--- src/rtl/fxp_pkg.sv ---
// Shared fixed-point sqrt types and default Q format.
// Build option: FXP_SQRT_ROUND_EN selects round-to-nearest roots.
package fxp_pkg;

  localparam int FXP_N = 16;
  localparam int FXP_R = 8;

  typedef enum logic [1:0] {
    IDLE,
    CALC,
    DONE
  } sqrt_state_t;

endpackage

--- src/rtl/fxp_sqrt_lane.sv ---
// One lane of the restoring digit-by-digit square root.
// Build option: FXP_SQRT_ROUND_EN rounds the root to nearest.
module fxp_sqrt_lane
  import fxp_pkg::*;
#(
  parameter int WIDTH = FXP_N,
  parameter int FBITS = FXP_R
) (
  input  logic             clk,
  input  logic             reset_n,
  input  logic             load,
  input  logic             step,
  input  logic             fin,
  input  logic [WIDTH-1:0] rad,
  output logic [WIDTH-1:0] root,
  output logic [WIDTH-1:0] rem,
  output logic             err
);

  localparam int T    = WIDTH + FBITS;
  localparam int ITER = T / 2;
  localparam int AW   = ITER + 2;

  logic [T-1:0]    x;
  logic [ITER-1:0] q;
  logic [AW-1:0]   ac;
  logic            neg;

  logic [AW-1:0]   ac_sh;
  logic [AW:0]     diff;
  logic            ge;
  logic [AW-1:0]   ac_nxt;
  logic [ITER-1:0] q_nxt;
  logic [WIDTH-1:0] root_nxt;

  // Test-subtract: bring down two radicand bits, try (q<<2)|1.
  always_comb begin
    ac_sh  = {ac[AW-3:0], x[T-1:T-2]};
    diff   = {1'b0, ac_sh} - {1'b0, q, 2'b01};
    ge     = ~diff[AW];
    ac_nxt = ge ? diff[AW-1:0] : ac_sh;
    q_nxt  = {q[ITER-2:0], ge};
`ifdef FXP_SQRT_ROUND_EN
    root_nxt = WIDTH'(q_nxt)
             + WIDTH'(ac_nxt > {2'b00, q_nxt});
`else
    root_nxt = WIDTH'(q_nxt);
`endif
  end

  // Iteration registers and the result held for the consumer.
  always_ff @(posedge clk) begin
    if (!reset_n) begin
      x    <= '0;
      q    <= '0;
      ac   <= '0;
      neg  <= 1'b0;
      root <= '0;
      rem  <= '0;
      err  <= 1'b0;
    end else begin
      if (load) begin
        // A negative lane runs on zero so it ends as root 0, rem 0.
        x   <= rad[WIDTH-1] ? '0 : (T'(rad) << FBITS);
        q   <= '0;
        ac  <= '0;
        neg <= rad[WIDTH-1];
      end else if (step) begin
        x  <= x << 2;
        q  <= q_nxt;
        ac <= ac_nxt;
      end
      if (fin) begin
        root <= root_nxt;
        rem  <= WIDTH'(ac_nxt);
        err  <= neg;
      end
    end
  end

endmodule

--- src/rtl/fxp_sqrt_vec.sv ---
// Vector fixed-point square root: LANES lanes, shared FSM.
// Build option: FXP_SQRT_ROUND_EN rounds roots to nearest.
module fxp_sqrt_vec
  import fxp_pkg::*;
#(
  parameter int WIDTH = FXP_N,
  parameter int FBITS = FXP_R,
  parameter int LANES = 4
) (
  input  logic                   clk,
  input  logic                   reset_n,
  input  logic                   in_valid,
  output logic                   in_ready,
  input  logic [LANES*WIDTH-1:0] in_rad,
  output logic                   out_valid,
  input  logic                   out_ready,
  output logic [LANES*WIDTH-1:0] out_root,
  output logic [LANES*WIDTH-1:0] out_rem,
  output logic [LANES-1:0]       out_err,
  output logic                   busy
);

  localparam int ITER = (WIDTH + FBITS) / 2;
  localparam int CW   = $clog2(ITER + 1);

  if (((WIDTH + FBITS) % 2) != 0) begin : g_odd
    $error("WIDTH+FBITS must be even");
  end

  sqrt_state_t   state;
  logic [CW-1:0] cnt;
  logic          load;
  logic          step;
  logic          fin;

  // Lane controls decoded from the FSM state and counter.
  always_comb begin
    load = (state == IDLE) && in_valid;
    step = (state == CALC);
    fin  = step && (cnt == CW'(ITER - 1));
  end

  // Control FSM with registered handshake and busy outputs.
  always_ff @(posedge clk) begin
    if (!reset_n) begin
      state     <= IDLE;
      cnt       <= '0;
      in_ready  <= 1'b1;
      out_valid <= 1'b0;
      busy      <= 1'b0;
    end else begin
      unique case (state)
        IDLE: begin
          if (in_valid) begin
            state    <= CALC;
            cnt      <= '0;
            in_ready <= 1'b0;
            busy     <= 1'b1;
          end
        end
        CALC: begin
          if (cnt == CW'(ITER - 1)) begin
            state     <= DONE;
            out_valid <= 1'b1;
            busy      <= 1'b0;
          end else begin
            cnt <= cnt + 1'b1;
          end
        end
        DONE: begin
          if (out_ready) begin
            state     <= IDLE;
            out_valid <= 1'b0;
            in_ready  <= 1'b1;
          end
        end
        default: begin
          state     <= IDLE;
          in_ready  <= 1'b1;
          out_valid <= 1'b0;
          busy      <= 1'b0;
        end
      endcase
    end
  end

  for (genvar i = 0; i < LANES; i++) begin : g_lane
    fxp_sqrt_lane #(
      .WIDTH(WIDTH),
      .FBITS(FBITS)
    ) u_lane (
      .clk    (clk),
      .reset_n(reset_n),
      .load   (load),
      .step   (step),
      .fin    (fin),
      .rad    (in_rad[i*WIDTH +: WIDTH]),
      .root   (out_root[i*WIDTH +: WIDTH]),
      .rem    (out_rem[i*WIDTH +: WIDTH]),
      .err    (out_err[i])
    );
  end

endmodule

--- config.mk ---
export PLATFORM = sky130hd
export DESIGN_NAME = fxp_sqrt_vec
export DESIGN_NICKNAME = d
export VERILOG_FILES = /design/src/rtl/fxp_pkg.sv /design/src/rtl/fxp_sqrt_lane.sv /design/src/rtl/fxp_sqrt_vec.sv
export SDC_FILE = /design/constraint.sdc
export NUM_CORES = 1
export LEC_CHECK = 0
export ABC_AREA = 1
export ABC_CLOCK_PERIOD_IN_PS = 3900
export CORE_MARGIN = 8
export CORE_UTILIZATION = 33
export DETAILED_ROUTE_END_ITERATION = 7
export GPL_TIMING_DRIVEN = 0
export HOLD_SLACK_MARGIN = 0.06
export PLACE_DENSITY = 0.63
export SYNTH_ARGS = -nofsm -noshare
export SYNTH_HDL_FRONTEND = slang
export SYNTH_SLANG_ARGS = --single-unit
--- constraint.sdc ---
create_clock -name clk -period 3.9 [get_ports clk]
set_input_delay 0.975 -clock clk [delete_from_list [all_inputs] [get_ports clk]]
set_output_delay 0.975 -clock clk [all_outputs]
set_load 0.02 [all_outputs]
==> key figures <==
Drt
  – Avg WL per Cell: 16.1 µm
  – DRC Markers: 0
  – TritonRoute pass-1 iters: 6
  – Post-Route WL: 52,200 µm
  – Post-route ant nets: 0
  – Vias: 15,100
  – Initial DRC Count: 1,083
  – Via density: 4.66

STA
  – Worst Tran Pin Value: 1.04 ns
  – RSZ-0062 raised after global routing: false
  – TNS Setup: 0 ns
  – Final Skew: 0.0207 ns
  – Max-slew violation count: 0
  – Final setup viols: 0
  – Fin. Hold Viols: 0
  – Period utilization: 68.6%
  – Slew HR: 30.9%
  – Max frequency: 0.374 GHz
  – Post-layout min period: 2.67 ns

Worst setup path
  – Top Family by Delay on Critical Path: buffers and inverters
  – WP depth: 1
  – Cell at the slowest stage of the critical path: clkdlybuf4s50_1
  – Worst r2r dst: g_lane[0].u_lane.rem[7]$_SDFFE_PN0P_
  – Worst Setup EP: out_rem[49]
  – Critical path arrival: 1.70 ns
  – Required time of the critical path: 2.92 ns
  – Buf/Inv on CP: 1
  – Worst path max stage delay: 0.67 ns
  – Cells along the critical path: clkdlybuf4s50_1
  – Worst R2R Start: g_lane[0].u_lane.q[3]$_SDFFE_PP0P_
  – Nature of the critical path startpoint: flop
  – FF-to-FF path depth: 13
  – Crit. End Element: output port
  – CP Max Fanout: 2
  – R2r setup slk: 1.59 ns
  – Critical path origin: g_lane[3].u_lane.rem[1]$_SDFFE_PN0P_
  – Critical path type: reg2out

Logic synthesis
  – Sequential fraction of the synthesis area: 37.4%
  – Mapped Area: 0.0150 mm²
  – Simple-gate area share of the yosys netlist: 32.8%
  – Post-synth EDFFs: 0
  – Ys Warns: 0
  – #FFs+latches synth: 281
  – Synth Area in Adders: 4.41%
  – Async set-or-reset flop fraction in the synthesized netlist: 0%
  – Netlist cell types: 29
  – Synth Flop Type: dfxtp_1
  – Synth Area in XOR/XNOR: 1.40%
  – Largest family of logic cells by synthesized area: simple AND/OR/NAND/NOR gates
  – Synth Instances: 2,380
  – Post-synthesis mux area share: 0%
  – Syn_area_per_cell: 6.32 µm²
  – Synth Area in Compound Gates: 9.31%

Place
  – Placed cells: 3,180
  – Post-DP HPWL: 40,600 µm
  – PortBufs: 177
  – GPL Wtd Cong: 0.920

Power
  – Power Total: 8030 µW
  – Reg power frac: 37.5%
  – PwrDens: 427 mW/mm²
  – Psw: 2570 µW
  – Clock Power Share: 40.4%
  – Worst IR Drop VDD: 0.000304 V
  – Sw frac: 32.0%
  – Leak Pwr: 0.00931 µW
  – Internal power consumption: 5460 µW
  – Comb power frac: 22.1%

Clocking
  – Hold buffer count at cts: 0
  – CTS tree: done
  – Post-CTS Resized: 0
  – Worst skew pair latency: 0.55 ns
  – Clock slew seen by the registers of the worst setup and hold paths: 0.06 ns
  – CTS Sinks: 281
  – Clk buf depth: 3
  – Root Driver: clkbuf_16
  – H-tree depth: 2
  – Cts bufs inserted: 35
  – Number of setup buffers added after CTS: 0

Global routing
  – Initial antenna violation count: 0
  – Pin count of the biggest net entering global routing: 13
  – GR Util met2: 30.5%
  – Global-route wire length before repair: 79,200 µm
  – GRT overflow: 0
  – Met3 Track Usage GR: 4.92%
  – Vias in the first global route: 14,400
  – GR Layer Usage met1: 24.4%
  – GRT Max-Usage Layer: met2
  – GR Util All Layers: 19.1%

Flow run
  – MaxCap Viol Count: 0

Floorplan
  – Core area: 0.0452 mm²
  – Initial core utilization: 33.3%
  – Die area: 0.0527 mm²
  – Die Span X: 230 µm
  – Die H: 230 µm
  – Site Rows: 78
  – I/O pins: 203

Status
  – Status: completed

Cells and area
  – Layout area overhead: 24.9%
  – Fin cells: 3,242
  – Final net count: 2,738
  – Layout cells sized above 1: 5.64%
  – Diode count: 0
  – Util after Layout: 41.6%

Hold path
  – Hold WC Path Type: reg2reg
  – WHS Path Cells: 2
per-stage QoR:
| stage | hold WS (ns) | worst slack [ns] | cell area [µm²] |
|---|---|---|---|
| after floorplan | 0.440 | 1.94 | 15100 |
| after global placement | 0.450 | 0.850 | 17700 |
| after detailed placement | 0.454 | 0.849 | 17700 |
| after CTS | 0.461 | 1.24 | 18800 |
| after global routing | 0.469 | 1.20 | 18800 |
| final | 0.459 | 1.23 | 18800 |
cells in the mapped netlist (2+ instances only):
cell	instances	area, µm²
nand2_1	753	2830
inv_1	404	1520
dfxtp_1	281	5630
nor2_1	266	998
nand3_1	173	866
a21oi_1	124	621
ha_1	53	663
o21ai_0	49	245
a211oi_1	44	330
buf_2	41	205
clkbuf_1	40	150
buf_4	33	248
o21ai_1	20	100
xor2_1	20	175
nand4_1	13	81.3
o211ai_1	13	97.6
buf_1	11	41.3
inv_2	11	41.3
nand3b_1	5	37.5
nor3_1	5	25.0
and2_1	4	25.0
nor2_2	4	25.0
xnor2_1	4	35.0
nor2_4	3	33.8
and3_1	2	12.5
sequential cells by signal, indices dropped and copies added (netlist names):
signal	count
out_valid	1
cnt	4
state	2
g_lane.u_lane.q	48
g_lane.u_lane.rem	56
busy	1
g_lane.u_lane.neg	4
g_lane.u_lane.err	4
g_lane.u_lane.root	48
in_ready	1
g_lane.u_lane.x	64
g_lane.u_lane.ac	48
how the worst min path moves through the flow:
stage                                            start                                 end  slack (ns)
finish              g_lane[2].u_lane.x[8]$_SDFFE_PN0P_  g_lane[2].u_lane.x[8]$_SDFFE_PN0P_        0.46
global route        g_lane[3].u_lane.x[9]$_SDFFE_PN0P_  g_lane[3].u_lane.x[9]$_SDFFE_PN0P_        0.47
CTS                 g_lane[0].u_lane.x[9]$_SDFFE_PN0P_  g_lane[0].u_lane.x[9]$_SDFFE_PN0P_        0.46
detailed placement  g_lane[0].u_lane.x[9]$_SDFFE_PN0P_  g_lane[0].u_lane.x[9]$_SDFFE_PN0P_        0.45
global placement    g_lane[0].u_lane.x[9]$_SDFFE_PN0P_  g_lane[0].u_lane.x[9]$_SDFFE_PN0P_        0.45
floorplan           g_lane[0].u_lane.x[8]$_SDFFE_PN0P_  g_lane[0].u_lane.x[8]$_SDFFE_PN0P_        0.44
layout make-up:
class / count / area (µm²)
Clock inverter: 14 / 150
Clock buffer: 48 / 995
Timing Repair Buffer: 177 / 1770
Multi-Input combinational cell: 1581 / 7300
Fill cell: 4751 / 26400
Inverter: 416 / 1560
Tap cell: 600 / 751
Sequential cell: 281 / 5630
Buffer: 125 / 644
power groups by stage:
stage / Combinational [µW] / Sequential [µW] / Clock [µW]
2_1_floorplan: 1250 / 3050 / 0
3_3_place_gp: 1740 / 3070 / 0
3_5_place_dp: 1750 / 3070 / 0
4_1_cts: 1760 / 3010 / 3330
5_1_grt: 2000 / 3020 / 3420
6_report: 1780 / 3010 / 3250
worst register-to-register path, delay by kind of cell (launching register included):
kind	cells	cell delay [ns]
buffers and inverters	3	0.42
DFF	1	0.44
and+or+nand+nor	9	1.04
adders and majority gates	1	0.36
per-layer routing:
metal  share of wire, %  up-vias
li1                   -     7727
met2                 44      469
met4                3.5        0
met1                 44     6824
met3                8.3       93
met5                  0        -
cell usage in the layout, fill, tap and decap left out, types with 2 or more instances in the layout:
| cell | netlist | layout |
|---|---|---|
| bufinv_16 | 0 | 2 |
| clkbuf_16 | 0 | 35 |
| nor3_1 | 5 | 5 |
| clkinv_4 | 0 | 3 |
| nand3_1 | 173 | 173 |
| clkbuf_1 | 40 | 46 |
| clkbuf_8 | 0 | 7 |
| buf_2 | 41 | 41 |
| conb_1 | 1 | 24 |
| xnor2_1 | 4 | 4 |
| inv_1 | 404 | 404 |
| buf_1 | 11 | 11 |
| nand2_1 | 753 | 753 |
| ha_1 | 53 | 53 |
| clkinv_2 | 0 | 3 |
| o211ai_1 | 13 | 13 |
| clkdlybuf4s50_1 | 0 | 177 |
| xor2_1 | 20 | 20 |
| nand4_1 | 13 | 13 |
| nor2_4 | 3 | 3 |
| nor2_2 | 4 | 4 |
| o21ai_1 | 20 | 20 |
| inv_6 | 0 | 3 |
| buf_4 | 33 | 33 |
| inv_2 | 11 | 11 |
| nor2_1 | 266 | 266 |
| clkinvlp_4 | 0 | 3 |
| dfxtp_1 | 281 | 281 |
| o21ai_0 | 49 | 49 |
| and3_1 | 2 | 2 |
| a21oi_1 | 124 | 124 |
| nand3b_1 | 5 | 5 |
| and2_1 | 4 | 4 |
| a211oi_1 | 44 | 44 |
cells by family (layout without fill, tap and decap cells):
kind of cell | after synthesis | in the layout
xor gates and xnor gates | 24 | 24
adders and majority gates | 53 | 53
AOI/OAI and AO/OA | 251 | 251
DFF | 281 | 281
buffers and inverters | 541 | 780
other | 1 | 24
and+or+nand+nor | 1229 | 1229
No activity file was read; power rests on OpenSTA's default activity.
